**config.mk**
```make
export PLATFORM = sky130hd
export DESIGN_NAME = axil_crossbar_grant
export DESIGN_NICKNAME = d
export VERILOG_FILES = /design/src/rtl/axil_crossbar_pkg.sv /design/src/rtl/axil_crossbar_rr_select.sv /design/src/rtl/axil_crossbar_grant.sv
export SDC_FILE = /design/constraint.sdc
export NUM_CORES = 1
export LEC_CHECK = 0
export ABC_AREA = 1
export ABC_CLOCK_PERIOD_IN_PS = 2900
export CAP_MARGIN = 30
export CORE_AREA = 5 5 42 44
export DETAILED_ROUTE_END_ITERATION = 8
export DIE_AREA = 0 0 47 49
export GPL_TIMING_DRIVEN = 0
export PLACE_DENSITY = 0.75
export SYNTH_ARGS = -nofsm -noshare
export SYNTH_HDL_FRONTEND = slang
export SYNTH_HIERARCHICAL = 1
export SYNTH_SLANG_ARGS = --single-unit
export TNS_END_PERCENT = 30
```
**constraint.sdc**
```tcl
create_clock -name clk -period 2.9 [get_ports clk]
set_input_delay 0.58 -clock clk [delete_from_list [all_inputs] [get_ports clk]]
set_output_delay 0.58 -clock clk [all_outputs]
set_load 0.02 [all_outputs]
```
**src/rtl/axil_crossbar_pkg.sv**
```systemverilog
// Shared definitions for the AXI-lite crossbar: grant FSM state encoding and
// the grant-index width helper.
package axil_crossbar_pkg;

    localparam logic [1:0] IDLE = 2'd0;
    localparam logic [1:0] ADDR = 2'd1;
    localparam logic [1:0] RESP = 2'd2;

    typedef enum logic [1:0] {
        ST_IDLE = IDLE,
        ST_ADDR = ADDR,
        ST_RESP = RESP
    } state_t;

    // Index width for n requesters; a single requester still needs one bit.
    function automatic int unsigned sel_width(input int unsigned n);
        return (n <= 1) ? 32'd1 : 32'($clog2(n));
    endfunction

endpackage

```
**src/rtl/axil_crossbar_rr_select.sv**
```systemverilog
// Combinational winner select: first set request at or above ptr, else the
// lowest set request. A ptr of 0 degenerates to plain fixed priority.
module axil_crossbar_rr_select
    import axil_crossbar_pkg::*;
#(
    parameter int unsigned S_COUNT = 4,
    parameter int unsigned SEL_W   = sel_width(S_COUNT)
) (
    input  logic [S_COUNT-1:0] req,
    input  logic [SEL_W-1:0]   ptr,
    output logic [S_COUNT-1:0] grant,
    output logic [SEL_W-1:0]   index,
    output logic               valid
);

    logic [S_COUNT-1:0] mask;
    logic [S_COUNT-1:0] req_hi;
    logic [S_COUNT-1:0] pick;

    always_comb begin
        mask   = '0;
        grant  = '0;
        index  = '0;
        for (int i = 0; i < int'(S_COUNT); i++) begin
            mask[i] = (i >= int'(ptr));
        end
        req_hi = req & mask;
        // Nothing at or above ptr means the search wraps to index 0.
        pick   = (req_hi != '0) ? req_hi : req;
        for (int i = int'(S_COUNT) - 1; i >= 0; i--) begin
            if (pick[i]) begin
                grant    = '0;
                grant[i] = 1'b1;
                index    = SEL_W'(i);
            end
        end
        valid = |req;
    end

endmodule

```
**src/rtl/axil_crossbar_grant.sv**
```systemverilog
// Per-master-port admission arbiter: holds one grant from address accept to
// response completion. Define AXIL_CROSSBAR_GRANT_RR_EN for round-robin,
// otherwise lowest index wins.
module axil_crossbar_grant
    import axil_crossbar_pkg::*;
#(
    parameter int unsigned S_COUNT = 4,
    parameter int unsigned SEL_W   = sel_width(S_COUNT)
) (
    input  logic               clk,
    input  logic               rst,
    input  logic [S_COUNT-1:0] s_req,
    output logic [S_COUNT-1:0] s_grant,
    output logic               s_grant_valid,
    output logic [SEL_W-1:0]   s_grant_index,
    input  logic               a_done,
    input  logic               r_done,
    output logic               busy
);

    state_t             state;
    logic [SEL_W-1:0]   ptr;
    logic [S_COUNT-1:0] win_grant;
    logic [SEL_W-1:0]   win_index;
    logic               win_valid;
    logic               release_c;

    axil_crossbar_rr_select #(
        .S_COUNT (S_COUNT),
        .SEL_W   (SEL_W)
    ) u_select (
        .req   (s_req),
        .ptr   (ptr),
        .grant (win_grant),
        .index (win_index),
        .valid (win_valid)
    );

    // Transaction ends on a combined handshake in ADDR or on r_done in RESP.
    assign release_c = ((state == ST_ADDR) && a_done && r_done) ||
                       ((state == ST_RESP) && r_done);

`ifdef AXIL_CROSSBAR_GRANT_RR_EN
    always_ff @(posedge clk or posedge rst) begin
        if (rst) begin
            ptr <= '0;
        end else if (release_c) begin
            ptr <= (s_grant_index == SEL_W'(S_COUNT - 1)) ? '0 : s_grant_index + 1'b1;
        end
    end
`else
    assign ptr = '0;
`endif

    always_ff @(posedge clk or posedge rst) begin
        if (rst) begin
            state         <= ST_IDLE;
            s_grant       <= '0;
            s_grant_valid <= 1'b0;
            s_grant_index <= '0;
            busy          <= 1'b0;
        end else begin
            case (state)
                ST_IDLE: begin
                    if (win_valid) begin
                        state         <= ST_ADDR;
                        s_grant       <= win_grant;
                        s_grant_index <= win_index;
                        s_grant_valid <= 1'b1;
                        busy          <= 1'b1;
                    end
                end
                ST_ADDR: begin
                    if (a_done && !r_done) begin
                        state <= ST_RESP;
                    end
                end
                ST_RESP: ;
                default: begin
                    state <= ST_IDLE;
                end
            endcase
            // Index is kept on release so it reads as the last grant.
            if (release_c) begin
                state         <= ST_IDLE;
                s_grant       <= '0;
                s_grant_valid <= 1'b0;
                busy          <= 1'b0;
            end
        end
    end

endmodule

```
==> results.sh <==
export IMPL_run_status="finished, final reports clean"
export IMPL_cts_buffer_depth=2
export IMPL_die_height_um=49
export IMPL_synth_seq_cells=9
export IMPL_placed_cell_area_um2=747
export IMPL_syn_inst=80
export IMPL_synth_area_um2=554
export IMPL_clk_latency_ns=0.27
export IMPL_final_hold_viol_count=0
export IMPL_ant_nets=0
export IMPL_dieArea_um2=2300
export IMPL_grt_pass1_wl_um=1970
export IMPL_fin_hold_ws_ns=0.471
export IMPL_setup_violations=0
export IMPL_grt_pass1_vias=486
export IMPL_cts_made_buffers=3
export IMPL_rsz0062_at_grt="false"
export IMPL_vias=528
export IMPL_drt_pass1_iterations=4
export IMPL_ys_top_cells_by_count="nand2_1 (29), inv_1 (13), nand3_1 (10)"
export IMPL_cp_start_kind="flop"
export IMPL_max_freq_ghz=0.529
export IMPL_pin_count=16
export IMPL_p_per_area_nw_per_um2=837
export IMPL_min_path_type="flop to flop"
export IMPL_htreeDepth=1
export IMPL_regArea_um2=225
export IMPL_stdcell_area_um2=773
export IMPL_worst_clock_skew_ns=0.00918
export IMPL_multiInputGateArea_um2=295
export IMPL_numClockSinks=9
export IMPL_synth_ff_type="dfrtp_1"
export IMPL_num_nets_final=114
export IMPL_gp_congestion=0.766
export IMPL_drc=0
export IMPL_cp_end_kind="output port"
export IMPL_wirelength_um=1090
export IMPL_clockRootBuffer="clkbuf_4"
export IMPL_cp_required_ns=2.32
export IMPL_synth_top_area_share_pct=40.6
export IMPL_rows=14
export IMPL_dp_hpwl_um=851
export IMPL_diodes=0
export IMPL_cts_tree="built"
export IMPL_yosysTopAreaCell="dfrtp_1"
export IMPL_cp_max_fo=3
export IMPL_synth_most_common_cell="nand2_1"
export IMPL_synth_edf_count=0
export IMPL_antenna_found_initial=0
export IMPL_total_power_mw=0.647
export IMPL_vdd_drop_max_mv=0.463
export IMPL_drive_gt1_share_pct=11.4
export IMPL_cts_setup_buffers=0
export IMPL_finalCriticalPeriod_ns=1.89
export IMPL_start_util_pct=39.6
export IMPL_utilization_pct=55.2
export IMPL_ys_async_sr_fraction_pct=100
export IMPL_syn_avg_cell_area_um2=6.93
export IMPL_critPathKind="flop to output port"
export IMPL_num_fill_cells=151
export IMPL_routed_via_density=4.36
export IMPL_p_leak_nw=0.427
export IMPL_first_iter_violations=7
export IMPL_clkTransAtPathRegs_ns=0.07
export IMPL_io_buffers=15
export IMPL_grt_use_total_pct=11.7
export IMPL_cts_hold_buf=0
export IMPL_fin_tns_setup_ns=0
export IMPL_overflow=0
export IMPL_ctsResizeCount=0
export IMPL_grt_max_degree=10
export IMPL_die_w_um=47
export IMPL_drv_cap=0
export IMPL_yosysWarnings=6
export IMPL_setup_slack_ns=1.01
export IMPL_place_inst=117
export IMPL_final_cells=121
export IMPL_finalCritPeriodShare_pct=65.2
export IMPL_dp_slack_ns=0.803
export IMPL_drv_slew=0
export IMPL_core_um2=1400
export IMPL_arrival_ns=1.31
export IMPL_wl_per_cell_um=9.03
export IMPL_areaGrowthSynthToFinish_pct=39.5
export IMPL_yosysSeqAreaShare_pct=40.6
export IMPL_synth_area_leaders="dfrtp_1 (41%), nand2_1 (20%), nand3_1 (9.0%)"
export IMPL_ys_types=15
## layout make-up
| type | count | area share (%) |
|---|---|---|
| inverter | 13 | 6.31 |
| multi-input combinational | 63 | 38.2 |
| buffer | 1 | 0.971 |
| tap | 16 | 2.59 |
| clock buffer | 4 | 3.40 |
| timing repair buffer | 15 | 19.4 |
| sequential | 9 | 29.1 |
## final timing paths
kind / startpoint / slack [ns] / to / cells past startpoint
min reg2reg: s_grant_index[1] / 0.47 / s_grant_index[1] / 2
min in group asynchronous: rst / 0.57 / s_grant_index[0] / 2
max in group asynchronous: rst / 2.07 / s_grant[1] / 2
max reg2reg: state[0] / 1.84 / s_grant[1] / 6
min: s_grant_index[1] / 0.47 / s_grant_index[1] / 2
max: busy / 1.01 / s_grant_valid / 2
## critical path, cell delays in order (launching register included)
cell and delay [ns]:
dfrtp_1 0.36, buf_4 0.11, clkdlybuf4s50_1 0.59
## cells by family (layout without fill, tap and decap cells)
family          after synthesis  in the layout  synth area share [%]
compound gates                5              5                  6.77
other cells                   1              7                 0.677
simple gates                 51             51                  41.8
flops                         9              9                  40.6
buf+inv                      14             33                  10.2
## registers in the layout (all words and copies together), names as in the netlist
register	count
busy	1
state	2
s_grant	4
s_grant_index	2
## metal layers
metal	track usage (%)	wire length [µm]	vias to the layer above
met1	15.7	489	224
met5	0	0	-
li1	-	-	288
met3	2.21	49	4
met4	6.91	24	0
met2	16.7	529	12
## power breakdown
group	internal (mW)	total (mW)	switching (mW)
Sequential	0.177	0.214	0.0363
Clock	0.0532	0.101	0.0477
Combinational	0.149	0.333	0.184
Total	0.380	0.647	0.268
## cell usage in the layout (no fill, tap or decap)
master	Yosys	final
clkbuf_1	0	1
dfrtp_1	9	9
a21oi_1	1	1
a21oi_2	2	2
conb_1	1	7
nand2_2	4	4
inv_1	13	13
nand3_1	10	10
clkdlybuf4s50_1	0	15
nor2_4	1	1
o31ai_1	1	1
nand2_4	1	1
nor2_1	5	5
nand2_1	29	29
buf_4	1	1
or3_1	1	1
o211ai_1	1	1
clkbuf_4	0	3
Power figures use the tool's default switching activity.
